[config.mk]
export PLATFORM = sky130hd
export DESIGN_NAME = lock_supervisor
export DESIGN_NICKNAME = d
export VERILOG_FILES = /design/src/rtl/lock_supervisor.sv
export SDC_FILE = /design/constraint.sdc
export NUM_CORES = 1
export LEC_CHECK = 0
export CELL_PAD_IN_SITES_DETAIL_PLACEMENT = 1
export CELL_PAD_IN_SITES_GLOBAL_PLACEMENT = 2
export CORE_MARGIN = 5
export CORE_UTILIZATION = 37
export DETAILED_ROUTE_END_ITERATION = 10
export GPL_TIMING_DRIVEN = 0
export PLACE_DENSITY_LB_ADDON = 0.1
export SLEW_MARGIN = 20
export SYNTH_ARGS = -nofsm -noshare
export SYNTH_HDL_FRONTEND = slang
export SYNTH_SLANG_ARGS = --single-unit
[constraint.sdc]
create_clock -name clk -period 4.55 [get_ports clk]
set_input_delay 1.1375 -clock clk [delete_from_list [all_inputs] [get_ports clk]]
set_output_delay 1.1375 -clock clk [all_outputs]
set_load 0.1 [all_outputs]
[src/rtl/lock_supervisor.sv]
// rtl/lock_supervisor.sv - door-open window and failed-attempt lockout supervisor for digital_lock
module lock_supervisor #(
  parameter int OPEN_CYCLES    = 8,
  parameter int MAX_FAILS      = 3,
  parameter int LOCKOUT_CYCLES = 16,
  parameter int CNT_W          = 8,
  parameter int FAIL_W         = 2
) (
  input  logic              clk,
  input  logic              reset,
  input  logic              y,
  input  logic [1:0]        state,
  output logic              door_open,
  output logic              alarm,
  output logic              input_block,
  output logic [FAIL_W-1:0] fail_count,
  output logic [1:0]        sup_state
);

  typedef enum logic [1:0] {
    ARMED   = 2'b00,
    OPEN    = 2'b01,
    LOCKOUT = 2'b10,
    UNUSED  = 2'b11
  } sup_t;

  localparam logic [CNT_W-1:0]  OPEN_LOAD    = CNT_W'(OPEN_CYCLES - 1);
  localparam logic [CNT_W-1:0]  LOCKOUT_LOAD = CNT_W'(LOCKOUT_CYCLES - 1);
  localparam logic [FAIL_W-1:0] FAIL_LAST    = FAIL_W'(MAX_FAILS - 1);
  localparam logic [FAIL_W-1:0] FAIL_SAT     = FAIL_W'(MAX_FAILS);

  sup_t             cur;
  logic [CNT_W-1:0] timer;
  logic             prev_y;
  logic [1:0]       prev_state;
  logic             unlock_evt;
  logic             fail_evt;

  // An attempt is aborted when the lock falls back to S0 from S1 or S2; S3->S0 is a normal exit.
  assign unlock_evt = y & ~prev_y;
  assign fail_evt   = ((prev_state == 2'b01) || (prev_state == 2'b10)) && (state == 2'b00);

  assign sup_state   = cur;
  assign door_open   = (cur == OPEN);
  assign alarm       = (cur == LOCKOUT);
  assign input_block = (cur == LOCKOUT);

  always_ff @(posedge clk or posedge reset) begin
    if (reset) begin
      cur        <= ARMED;
      timer      <= '0;
      fail_count <= '0;
      prev_y     <= 1'b0;
      prev_state <= 2'b00;
    end else begin
      prev_y     <= y;
      prev_state <= state;
      case (cur)
        ARMED: begin
          if (unlock_evt) begin
            cur        <= OPEN;
            timer      <= OPEN_LOAD;
            fail_count <= '0;
          end else if (fail_evt) begin
            if (fail_count == FAIL_LAST) begin
              cur        <= LOCKOUT;
              timer      <= LOCKOUT_LOAD;
              fail_count <= FAIL_SAT;
            end else begin
              fail_count <= fail_count + 1'b1;
            end
          end
        end
        OPEN: begin
          if (timer == '0) cur <= ARMED;
          else             timer <= timer - 1'b1;
        end
        LOCKOUT: begin
          if (timer == '0) begin
            cur        <= ARMED;
            fail_count <= '0;
          end else begin
            timer <= timer - 1'b1;
          end
        end
        default: begin
          cur        <= ARMED;
          timer      <= '0;
          fail_count <= '0;
        end
      endcase
    end
  end

endmodule
; ---- Yosys cells after proc, flatten, opt, wreduce, memory -nomap -nowiden
; Index checks and enable logic that the tools add are counted.
[word_totals]
elab_cells = 43
input_bits = 5
register_bits = 15
out_inout_bits = 7
[op_classes]
n_bitwise = 3
reduce_logical = 9
addsub = 2
mux = 14
eq_ne = 10
[op_table]
columns = op, n
row1 = two-way mux 8 bit, 4
row2 = case mux 8 bit (2 select lines), 1
row3 = two-way mux 2 bit, 7
row4 = AND reduction 3 bit, 3
row5 = logical NOT 8 bit, 1
row6 = subtractor 8 x 1 -> 8 bit (second input constant), 1
row7 = == test 2 bit (second input constant), 3
row8 = != test 3 bit (second input constant), 2
row9 = case mux 2 bit (3 select lines), 1
row10 = == test 2 x 1 -> 1 bit (second input constant), 2
row11 = logical NOT 2 bit, 2
row12 = != test 2 x 1 -> 1 bit (second input constant), 2
row13 = case mux 2 bit (2 select lines), 1
row14 = adder 2 x 1 -> 2 bit (second input constant), 1
row15 = != test 2 bit (second input constant), 1
row16 = NOT 1 bit, 2
row17 = OR reduction 2 bit, 1
row18 = AND 1 bit, 1
row19 = logical AND 1 bit, 1
row20 = logical OR 1 bit, 1

; ---- Depth between registers and ports, before layout
; Gate-level depths: netlist of the first run.
[depth]
word_depth = 6
mapped_depth = 8
depth_no_buf = 6

; ---- Least setup slack after synthesis of the first run
; Ideal clock, no wire load.
[synth_timing]
path_type = reg2out
startpoint = reg cur[1], in the netlist sup_state[1]
endpoint = out input_block
n_path_buf = 1
t_arrival_ns = 2.373
path_slack_ns = 1.039
required_ns = 3.413
path_stages_with_launch = 3
cell_sequence = dfrtp_1 -> ha_1 -> buf_4
[synth_between]
elab_chain_cells = 1
[synth_rtl]
columns = element, line_no
row1 = start: declaration, 32  ; sup_t cur;
row2 = start signal: assignment, 50  ; cur <= ARMED;
row3 = start signal: assignment, 61  ; cur <= OPEN;
row4 = start signal: assignment, 66  ; cur <= LOCKOUT;
row5 = == test 2 bit, --
row6 = end: declaration, 15  ; output logic input_block,
; Every way passes these cells.

; ---- Final worst setup path of the first run
[layout_timing]
startpoint = reg cur[0], in the netlist sup_state[0]
endpoint = out input_block
[layout_between]
elab_chain_cells = 1
[layout_rtl]
columns = element, line_no
row1 = == test 2 bit, 46  ; assign input_block = (cur == LOCKOUT);
; Every way passes these cells.

==> impl_results.md, run 1 <==
* Status: completed
* Highest clock rate at 291 MHz
* Cell area after synthesis at between 900 and 1000 sq um
* Die area at between 3000 and 4000 sq um
* Most area-hungry cell type in the Yosys netlist: dfrtp_1
* GR Layer Usage met3 at 0.0277
* Worst endpoint required time at between 3 and 4 ns
* CP startpoint kind: register
* 1st-iter DRT viols at 24
* Internal Power at 351 uW
* First-pass GRT wire length at ~4000 um
* Synth Register Bits at 15
* Boundary Pins at 12
* Height of the die at 60.6 um
* Starting density of the core at 0.386
* Synth Net Count at around 110
* Via count at 750
* Final core utilization at 0.458
* Post-synth EDFFs at 0
* Register area share after synthesis at 0.396
* Placed cell count at about 140
* Final Skew at between 0.0015 and 0.002 ns
* GRT Total Usage at 0.147
* Residual DRC at 0
* RSZ-0062 raised after global routing: no
* Core footprint at 2450 sq um
* Sinks on Clock Net at 15
* Antenna cells at 0
* Vias per cell at approximately 5.4
* Slew @ Worst Pin at just under 1 ns
* P&R area growth vs syn at 18.5%
* Routability-driven placement congestion ratio at between 0.7 and 0.8
* Crit-path max FO at 4
* Clock latency on the worst-skew pair at a little under 0.3 ns
* Final Critical Period at around 3.4 ns
* Critical path endpoint category: output port
* Reg2reg path depth at 6
* Top FF cell, synth: dfrtp_1
* Clk slew on worst S/H paths at roughly 0.10 ns
* # hold bufs at CTS at 0
* Root Driver: clkbuf_4
* Largest net degree at the start of global routing at 16
* Post-Route WL at approximately 2300 um
* HP Class: register to register
* Comb pwr share at 0.616
* Clock Power Share at 0.108
* Pre-CTS WS at between 1 and 1.5 ns
* Setup ws final at roughly 1.1 ns
* Syn Inst Count at 94
* H-Tree Level Count at 1
* Final Instance Count excl. Fillers at 139
* Ys async rst share at 1.00
* # Post-CTS Setup Buffers at 0
* Yosys warnings at 0
* Sw Pwr at 414 uW
* Detailed-placement wirelength estimate at approximately 1700 um
* Hold depth at 1
* Endpoints failing setup at 0
* Initial antenna violation count at 0
* Synth top area share at 0.396
* CTS Buffer Depth at 2
* Crit Path Class: register to output port
* CP arrival at around 2.3 ns
* Slew Limit Fails at 0
* Num CTS Buffers at 3
* Met2 global-route usage at 0.249
* Switch share at 0.541
* Max capacitance violation total at 0
* Largest cells by area after synthesis: dfrtp_1 40%, ha_1 9.2%, mux2_1 4.7%, inv_1 4.0%, a21oi_1 3.7%
* GRT overflow at 0
* Final period utilization at 0.755
* Fin. Hold Viols at 0
* Yosys cell types at 34
* # resized after CTS at 0
* Share of cells above drive strength 1 at 0.147
* Horiz. Die Dim at slightly above 60 um
* Met1 Use GR at 0.182
* P_leak at between 0.0004 and 0.0005 uW
* Cell with the most instances after synthesis: dfrtp_1
* WL/cell at 16.4 um
* Worst hold slack at approximately 0.51 ns
* Placement row count at 18
* Setup TNS at 0 ns
* Rel. slew slack at 0.346
* Post-route ant nets at 0
* VDD IR max at ~0.36 mV
* Pwr/cell area at just under 700 nW/um^2
* Nets@finish at about 120
* Port Buf Inserts at 11
* Top Usage Layer GRT: met2
* Syn_area_per_cell at between 10 and 15 sq um
* Sequential share of power at 0.276
* Synth cell count leaders: 15 x dfrtp_1, 10 x inv_1, 7 x a21oi_1, 7 x ha_1, 7 x nor2_1
* 1st-pass router iterations at 4
* CTS tree: yes
* Vias in the first global route at 840
-- cells by family after synthesis --
group | synth area share
AO/OA/AOI/OAI | 0.237
AND/OR/NAND/NOR | 0.148
flip-flops | 0.396
buffers and inverters | 0.0620
adder cells (fa/ha/maj) | 0.0923
multiplexers | 0.0475
XOR/XNOR | 0.0172
-- flip-flops by register name (all words and copies together) (netlist names) --
| name | count |
|---|---|
| timer | 8 |
| prev_y | 1 |
| prev_state | 2 |
| sup_state | 2 |
| fail_count | 2 |
-- worst paths after layout --
kind                                          startpoint              endpoint  slack [ns]
worst max-delay path            sup_state[0]$_DFFE_PP0P_           input_block        1.12
worst max register to register  sup_state[1]$_DFFE_PP0P_  timer[0]$_DFFE_PP0P_        2.43
min in group asynchronous                          reset  timer[1]$_DFFE_PP0P_        1.22
max in group asynchronous                          reset  timer[7]$_DFFE_PP0P_        2.92
worst min register to register      timer[6]$_DFFE_PP0P_  timer[6]$_DFFE_PP0P_        0.51
worst min-delay path                timer[6]$_DFFE_PP0P_  timer[6]$_DFFE_PP0P_        0.51
-- critical path, stage by stage (launching register included) --
cell	delay (ns)
dfrtp_1	0.42
inv_1	0.11
ha_1	0.22
buf_4	0.12
clkdlybuf4s50_1	1.12
-- power groups by stage --
stage | combinational (uW) | sequential, uW | clock [uW]
global placement | 467 | 212 | 0
global route | 515 | 218 | 95.3
detailed placement | 474 | 214 | 0
finish | 471 | 211 | 82.4
floorplan | 285 | 293 | 0
CTS | 476 | 212 | 87.1
-- metrics by stage --
| stage | total power (uW) | area, sq um |
|---|---|---|
| 2_1_floorplan | 579 | 948 |
| 3_3_place_gp | 679 | 1100 |
| 3_5_place_dp | 688 | 1100 |
| 4_1_cts | 775 | 1120 |
| 5_1_grt | 828 | 1120 |
| 6_report | 765 | 1120 |
-- cells in the final DEF, fill, tap and decap left out, types with 4 or more instances in the layout --
cell / Yosys / final
dfrtp_1: 15 / 15
ha_1: 7 / 7
nand3_1: 4 / 4
clkdlybuf4s50_1: 0 / 11
inv_1: 10 / 10
nor2_1: 7 / 7
a21oi_1: 7 / 7
a31oi_1: 5 / 5
mux2_1: 4 / 4
o21ai_0: 5 / 5
-- routing by layer --
| metal | up-vias | share of wire |
|---|---|---|
| met2 | 10 | 0.48 |
| met1 | 364 | 0.48 |
| li1 | 372 | - |
| met3 | 4 | 0.022 |
| met4 | 0 | 0.019 |
| met5 | - | 0 |
-- area by class of cell --
type	count	area [sq um]
well taps	30	37.5
plain buffers	3	15.0
flip-flops and latches	15	375
inverters	11	43.8
repair buffers	11	110
clock buffers	3	22.5
clock inverters	1	5.00
fillers	285	1330
multi-input cells	65	514
Note: power is estimated with default switching activity, not from simulation.
==> run 2, diff against run 1 <==
Settings changed: CORE_UTILIZATION 37 to 31.
Clock period 4.55 ns to 2.93 ns, I/O delays scaled along.
==> run 2 against run 1 <==
Utilization decreased by 8.2 points. Sequential power grew 54%. Via count is 2.4% higher. Worst hold slack got worse by 0.021 ns. Routed wire length shrank 1.4%. Sequential share of layout area is 0.15 points lower. Setup slack lost 0.91 ns. Non-clock buffer count unchanged. Register-to-register slack worse by 1.7 ns. Global-route usage shrank 2.2 points. Total power rose by 55%. Cell count grew 2.2%. Critical path type unchanged. Critical endpoint unchanged. Largest cell class unchanged. Largest power group unchanged.
==> impl_results.md, run 2 (synthesis results as in run 1) <==
* Detailed-placement wirelength estimate at 1750 um (+3.3%)
* Routability-driven placement congestion ratio at 0.723 (+1.4%)
* Nets@finish at 122 (unchanged)
* 1st-iter DRT viols at 12 (-50%)
* Clock latency on the worst-skew pair at 0.28 ns (about the same)
* Crit-path max cell delay at 0.84 ns (-0.28 ns)
* Initial antenna violation count at 0 (unchanged)
* Setup TNS at 0 ns (unchanged)
* Share of cells above drive strength 1 at 0.147 (unchanged)
* Critical path endpoint category: output port
* First-pass GRT wire length at 4150 um (+3.8%)
* P_leak at 0.000513 uW (+3.5%)
* Final Critical Period at roughly 2.7 ns
* Vias per cell at 5.41 (+0.24%)
* Top reg by flops: timer
* Delay-heaviest family, CP: buffers and inverters
* Final Instance Area at 1130 sq um (+0.45%)
* Pwr/cell area at 1050 nW/um^2 (+54%)
* Worst hold slack at 0.491 ns (-0.0211 ns)
* Slowest-stage cell, CP: dlygate4sd2_1
* Slew Limit Fails at 0 (unchanged)
* Root Driver: clkbuf_4
* Crit-path cells: inv_1 -> ha_2 -> buf_4 -> dlygate4sd2_1
* Number of flip-flops under the largest register name at 8 (unchanged)
* Highest clock rate at ~370 MHz
* Crit Path Class: register to output port
* RSZ-0062 raised after global routing: no
* Starting density of the core at 0.316 (-0.0705)
* Horiz. Die Dim at 65.3 um (+7.7%)
* Antenna cells at 0 (unchanged)
* WL/cell at 15.8 um (-3.5%)
* Vias in the first global route at 863 (+2.7%)
* Boundary Pins at 12 (unchanged)
* Slew @ Worst Pin at 0.967 ns (-0.0113 ns)
* Placement row count at 20 (+2)
* Rel. slew slack at 0.353 (+0.00755)
* Final core utilization at 0.376 (-0.0819)
* GRT Total Usage at 0.126 (-0.0218)
* Status: completed
* Clk slew on worst S/H paths at 0.09 ns (about the same)
* DP Area at 1100 sq um (+0.57%)
* Critical path buffers and inverters at 3 (unchanged)
* Die area at 4270 sq um (+16%)
* 1st-pass router iterations at 4 (unchanged)
* Final Instance Count excl. Fillers at 142 (+2.2%)
* P&R area growth vs syn at 19.0%
* Crit-path max FO at 4 (unchanged)
* Via count at 768 (+2.4%)
* GRT overflow at 0 (unchanged)
* VDD IR max at 0.467 mV (+28%)
* CTS Buffer Depth at 2 (unchanged)
* Height of the die at 65.3 um (+7.7%)
* Commonest non-fill, non-tap cell in the layout: dfrtp_1
* Num CTS Buffers at 3 (unchanged)
* Residual DRC at 0 (unchanged)
* Fin. Hold Viols at 0 (unchanged)
* CP startpoint kind: register
* Final period utilization at 0.929
* Max capacitance violation total at 0 (unchanged)
* Core footprint at 3000 sq um (+22%)
* # Post-CTS Setup Buffers at 0 (unchanged)
* H-Tree Level Count at 1 (unchanged)
* Worst endpoint required time at 2.20 ns (-1.21 ns)
* CP arrival at 1.99 ns (-0.31 ns)
* Post-route ant nets at 0 (unchanged)
* Endpoints failing setup at 0 (unchanged)
* Largest net degree at the start of global routing at 16 (unchanged)
* Sinks on Clock Net at 15 (unchanged)
* Placed cell count at 138 (+2.2%)
* Post-Route WL at 2240 um (-1.4%)
* Port Buf Inserts at 11 (unchanged)
* CTS tree: yes
* Most frequent cells in the layout: 15 x dfrtp_1, 10 x inv_1, 8 x clkdlybuf4s50_1, 7 x nor2_1, 7 x a21oi_1
* Final Skew at 0.00264 ns (+0.000930 ns)
* HP Class: register to register
-- run 2: metal layers --
layer / up-vias / routed length (um) / global-route usage
met1: 387 / 1140 / 0.169
met5: - / 0 / 0
met4: 0 / 19 / 0.0389
met3: 2 / 48 / 0.0274
met2: 8 / 1030 / 0.200
li1: 371 / - / -
-- run 2: worst paths after layout --
| check | from | endpoint | slack (ns) | depth (start not counted) |
|---|---|---|---|---|
| max reg2reg | sup_state[0]$_DFFE_PP0P_ | timer[1]$_DFFE_PP0P_ | 0.77 | 6 |
| min in group asynchronous | reset | sup_state[1]$_DFFE_PP0P_ | 0.82 | 2 |
| max in group asynchronous | reset | timer[6]$_DFFE_PP0P_ | 1.72 | 2 |
| min reg2reg | timer[7]$_DFFE_PP0P_ | timer[7]$_DFFE_PP0P_ | 0.49 | 1 |
| min | timer[7]$_DFFE_PP0P_ | timer[7]$_DFFE_PP0P_ | 0.49 | 1 |
| max | sup_state[0]$_DFFE_PP0P_ | input_block | 0.21 | 4 |
-- run 2: cell type report --
cell class | instances | area, sq um
well taps | 33 | 41.3
clock buffers | 4 | 26.3
repair buffers | 11 | 110
flip-flops and latches | 15 | 375
multi-input cells | 65 | 517
fillers | 354 | 1870
plain buffers | 3 | 15.0
inverters | 11 | 43.8
-- run 2: where the power goes --
group	switching [uW]	internal (uW)
clock network	70.0	52.8
logic	510	226
registers	58.2	267
-- run 2: what timing repair did --
action                                  in CTS  in global routing
endpoints found under the setup margin       2                  1
pin swaps                                    0                  0
resized for setup                            2                  1
hold buffers                                 0                  0
-- run 2: metrics by stage --
step	setup slack (ns)	power [uW]
final	0.208	1180
after global routing	0.122	1290
after CTS	0.0156	1200
after detailed placement	0.236	1080
after global placement	0.242	1060
after floorplan	0.119	900
-- run 2: worst reg2reg max path: stages (launching register included) --
cell and delay, ns:
dfrtp_1 0.43, inv_1 0.12, ha_1 0.32, inv_4 0.07, a311oi_2 0.48, a21o_2 0.29
mux2_1 0.34
